===== config.mk =====
export PLATFORM = sky130hd
export DESIGN_NAME = muldiv_unit
export DESIGN_NICKNAME = d
export VERILOG_FILES = /design/src/rtl/muldiv_unit.sv
export SDC_FILE = /design/constraint.sdc
export NUM_CORES = 1
export LEC_CHECK = 0
export CORE_MARGIN = 3
export CORE_UTILIZATION = 55
export CTS_BUF_LIST = sky130_fd_sc_hd__clkbuf_16
export CTS_CLUSTER_DIAMETER = 100
export CTS_CLUSTER_SIZE = 20
export DETAILED_ROUTE_END_ITERATION = 6
export PLACE_DENSITY_LB_ADDON = 0.15
export SLEW_MARGIN = 10
export SYNTH_ARGS = -nofsm -noshare
export SYNTH_HDL_FRONTEND = slang
export SYNTH_SLANG_ARGS = --single-unit

===== constraint.sdc =====
create_clock -name clk -period 3.7 [get_ports clk]
set_input_delay 0.74 -clock clk [delete_from_list [all_inputs] [get_ports clk]]
set_output_delay 0.74 -clock clk [all_outputs]
set_load 0.005 [all_outputs]

===== src/rtl/muldiv_unit.sv =====
// Iterative 32-bit unsigned multiply/divide unit: one shift/add or restoring-divide step per
// cycle, then a single-cycle write-back strobe toward the register file's second write port.
module muldiv_unit (
    input  logic        clk,
    input  logic        rst,
    input  logic        start,
    input  logic [1:0]  op,
    input  logic [31:0] a,
    input  logic [31:0] b,
    input  logic [4:0]  dest,
    output logic        busy,
    output logic        wb_we,
    output logic [4:0]  wb_addr,
    output logic [31:0] wb_data,
    output logic        div_zero
);

    typedef enum logic [1:0] {
        StIdle,
        StRun,
        StDone
    } state_e;

    state_e      state_q, state_d;
    logic [4:0]  cnt_q, cnt_d;
    logic [1:0]  op_q, op_d;
    logic [31:0] b_q, b_d;
    logic [4:0]  dest_q, dest_d;
    logic [63:0] acc_q, acc_d;
    logic [4:0]  wb_addr_q, wb_addr_d;
    logic [31:0] wb_data_q, wb_data_d;

    logic [32:0] mul_sum;
    logic [32:0] rem_shift;
    logic        div_ge;
    logic [31:0] rem_sub;
    logic [63:0] step;

    // acc holds {partial product high, multiplier} for MUL and {remainder, dividend/quotient}
    // for DIV, so both final results land as {high/remainder, low/quotient}.
    always_comb begin
        mul_sum   = {1'b0, acc_q[63:32]} + (acc_q[0] ? {1'b0, b_q} : 33'd0);
        rem_shift = {acc_q[63:32], acc_q[31]};
        div_ge    = (rem_shift >= {1'b0, b_q});
        rem_sub   = rem_shift[31:0] - b_q;
        if (op_q[1]) begin
            if (div_ge) begin
                step = {rem_sub, acc_q[30:0], 1'b1};
            end else begin
                step = {rem_shift[31:0], acc_q[30:0], 1'b0};
            end
        end else begin
            step = {mul_sum, acc_q[31:1]};
        end
    end

    always_comb begin
        state_d   = state_q;
        cnt_d     = cnt_q;
        op_d      = op_q;
        b_d       = b_q;
        dest_d    = dest_q;
        acc_d     = acc_q;
        wb_addr_d = wb_addr_q;
        wb_data_d = wb_data_q;
        unique case (state_q)
            StIdle: begin
                if (start) begin
                    op_d    = op;
                    b_d     = b;
                    dest_d  = dest;
                    acc_d   = {32'd0, a};
                    cnt_d   = 5'd0;
                    state_d = StRun;
                end
            end
            StRun: begin
                acc_d = step;
                cnt_d = cnt_q + 5'd1;
                if (cnt_q == 5'd31) begin
                    state_d   = StDone;
                    wb_addr_d = dest_q;
                    wb_data_d = op_q[0] ? step[63:32] : step[31:0];
                end
            end
            StDone: begin
                state_d = StIdle;
            end
            default: begin
                state_d = StIdle;
            end
        endcase
    end

    always_ff @(posedge clk) begin
        if (rst) begin
            state_q   <= StIdle;
            cnt_q     <= 5'd0;
            op_q      <= 2'd0;
            b_q       <= 32'd0;
            dest_q    <= 5'd0;
            acc_q     <= 64'd0;
            wb_addr_q <= 5'd0;
            wb_data_q <= 32'd0;
        end else begin
            state_q   <= state_d;
            cnt_q     <= cnt_d;
            op_q      <= op_d;
            b_q       <= b_d;
            dest_q    <= dest_d;
            acc_q     <= acc_d;
            wb_addr_q <= wb_addr_d;
            wb_data_q <= wb_data_d;
        end
    end

    assign busy     = (state_q != StIdle);
    assign wb_we    = (state_q == StDone);
    assign div_zero = wb_we && op_q[1] && (b_q == 32'd0);
    assign wb_addr  = wb_addr_q;
    assign wb_data  = wb_data_q;

endmodule


==> flow_summary_export.csv <==
group,metric,value,unit
run_status,status,"finished clean",
floorplan,fp.dieH,144,um
floorplan,initial_core_util,57.1,%
timing,relSlewSlack,47.7,%
floorplan,die_w,144,um
logic_synthesis,yosys.area.top_type_share,28.1,%
cts,h-tree-depth,4,
place,place.gp.congestion,1.02,
floorplan,num_io_pins,114,
run,cap_violations,0,
cts,clock_sinks,147,
logic_synthesis,synth_enable_flop_cells,0,
routing,vias,10900,
cts,clkTransAtPathRegs,70,ps
logic_synthesis,synthTopCellsByArea,"dfxtp_1 (28%), ha_1 (7.9%), nand2_1 (6.7%), a21oi_1 (6.2%), nor2_1 (5.6%)",
pwr,irDropWorstVdd,0.358,mV
cts,cts_made_buffers,17,
timing,worst_pin_slew,783,ps
min_path,min_path_type,"register to register",
pwr,total_power,0.00477,W
global_route,grt_pass1_wl,55200,um
timing,slew_viol_final,0,
critical_path,cp_max_fo,15,
critical_path,critPathKind,"register to register",
logic_synthesis,syn_nets,1535,
place,place_worst_setup_slack,178,ps
logic_synthesis,syn_area,0.0105,sq mm
logic_synthesis,ys_seq_elements,147,
routing,drtIter0Drc,1004,
critical_path,cp.required,4030,ps
logic_synthesis,synthArstFlopShare,0,%
routing,drt_pass1_iterations,5,
logic_synthesis,syn_area_per_cell,7.52,sq um
global_route,grt_pass1_vias,10300,
logic_synthesis,synth-warning-count,0,
place,dpl.hpwl,27600,um
timing,fmax,283,MHz
final_layout,drive_above_1_share,7.59,%
cts,ctsHoldBuffers,0,
floorplan,die-area,0.0207,sq mm
timing,setup_viol,0,
routing,via_per_inst,6.32,
critical_path,crit_path_start_kind,"register",
global_route,track_usage,34.3,%
cts,ctsRootBufferMaster,"clkbuf_16",
logic_synthesis,synth_commonest_cells,"nand2_1 (187), nor2_1 (155), dfxtp_1 (147)",
global_route,grt_max_degree,47,
logic_synthesis,yosys.cell_types.count,72,
timing,layout_setup_ws,167,ps
critical_path,end_kind,"register",
cts,worstSkewPairLatency,440,ps
global_route,grt-ovfl-total,0,
cts,cts_tree,"yes",
logic_synthesis,synth.yosys.seq_area_share,28.1,%
timing,setup-tns-final,0,ps
final_layout,area_growth,19.6,%
floorplan,core-area,0.0183,sq mm
global_route,antenna_found_initial,1,
timing,finalCritPeriodShare,95.5,%
timing,finalCriticalPeriod,3530,ps
routing,drc,0,
floorplan,rows,49,
pwr,power_density,380,mW/mm^2
routing,postRouteAntennaNets,0,
logic_synthesis,synth_top_cell_by_area,"dfxtp_1",
logic_synthesis,synth-main-ff-cell,"dfxtp_1",
timing,finalHoldViolCount,0,
timing,rsz0062_at_grt,"false",
final_layout,nets,1630,
routing,wire_per_inst,20.8,um
critical_path,arrival,3860,ps
place,numPortBuffers,113,
routing,wl,36000,um
cts,clock_path_buffers,2,
pwr,p_leak,5.21,nW
timing,fin_worst_skew,10.6,ps
logic_synthesis,synth.most_common_cell,"nand2_1",
logic_synthesis,synthCells,1393,
-- kinds of logic (layout without fill, tap and decap cells) --
| group | after synthesis | in the layout | share of synthesized area (%) |
|---|---|---|---|
| buffers and inverters | 148 | 256 | 5.70 |
| AO/OA/AOI/OAI | 432 | 432 | 27.0 |
| flip-flops | 147 | 147 | 28.1 |
| AND/OR/NAND/NOR | 489 | 489 | 20.7 |
| other | 0 | 1 | 0 |
| adder cells (fa/ha/maj) | 68 | 68 | 8.27 |
| multiplexers | 56 | 56 | 5.78 |
| XOR/XNOR | 53 | 53 | 4.43 |
-- repair_timing --
item / 4_1_cts / 5_1_grt
gates resized for setup: 0 / 3
setup buffers: 0 / 2
setup endpoints to repair: 0 / 11
-- cell type report --
type	count	area (sq um)
inverter	57	214
multi-input combinational	1098	6960
fill	1563	5800
tap	229	287
clock inverter	15	164
antenna	1	2.50
timing repair buffer	167	1530
sequential	147	2950
clock buffer	17	425
-- metal layers --
metal	global-route usage [%]	vias up	routed length, um
met3	5.75	129	2560
li1	-	5218	-
met1	42.6	5094	14500
met5	0	-	0
met4	18.5	0	2130
met2	56.9	507	16800
-- path summary, 6_finish.rpt --
path	from	end	slack (ps)	cells after the start
worst max register to register	b_q[18]$_SDFFE_PP0P_	acc_q[33]$_SDFFE_PP0P_	170	12
worst max-delay path	b_q[18]$_SDFFE_PP0P_	acc_q[33]$_SDFFE_PP0P_	170	12
worst min-delay path	wb_addr[4]$_SDFFE_PP0P_	wb_addr[4]$_SDFFE_PP0P_	460	2
worst min register to register	wb_addr[4]$_SDFFE_PP0P_	wb_addr[4]$_SDFFE_PP0P_	460	2
-- through the flow --
stage	instances	hold WS, ps	cell area, sq um	utilization, %
after global routing	1730	476	12500	68.4
after detailed placement	1696	447	11900	65.0
after global placement	1696	441	11900	65.0
after CTS	1728	456	12500	68.2
final	1731	455	12500	68.4
after floorplan	1393	428	10500	-
-- worst max-delay path: stages (launching register included) --
cell and delay, ps:
dfxtp_1 390, inv_1 60, ha_1 410, a21o_1 260, a21oi_1 190, o21ai_1 110
or3_4 350, o31ai_4 550, buf_4 340, mux2_2 380, nand2_1 60, o21ai_0 80
a22o_1 230
-- cell usage in the layout, fill, tap and decap left out, types with 13 or more instances in the layout --
cell	count
nand3_1	24
clkdlybuf4s50_1	112
mux2i_1	47
ha_1	66
a21o_1	28
nor4_1	15
clkbuf_16	17
nand4_1	18
a21oi_1	129
and2_1	38
a211oi_1	27
buf_4	55
dfxtp_1	146
o21ai_1	16
a221oi_1	32
o21ai_0	74
xnor2_1	31
a31oi_1	15
nand2_1	187
a22o_1	13
nor2_1	154
inv_1	55
o211ai_1	15
xor2_1	22
nor3_1	13
-- flip-flops by register name (all words and copies together) (netlist names) --
name / count
acc_q: 64
b_q: 32
cnt_q: 5
dest_q: 5
op_q: 2
state_q: 2
wb_addr: 5
wb_data: 32
-- power breakdown --
| group | total, W | internal (W) | switching (W) |
|---|---|---|---|
| logic | 0.00128 | 0.000510 | 0.000773 |
| clock network | 0.00177 | 0.000960 | 0.000814 |
| registers | 0.00171 | 0.00165 | 0.0000633 |
| total | 0.00477 | 0.00312 | 0.00165 |
No activity file was read; power rests on OpenSTA's default activity.
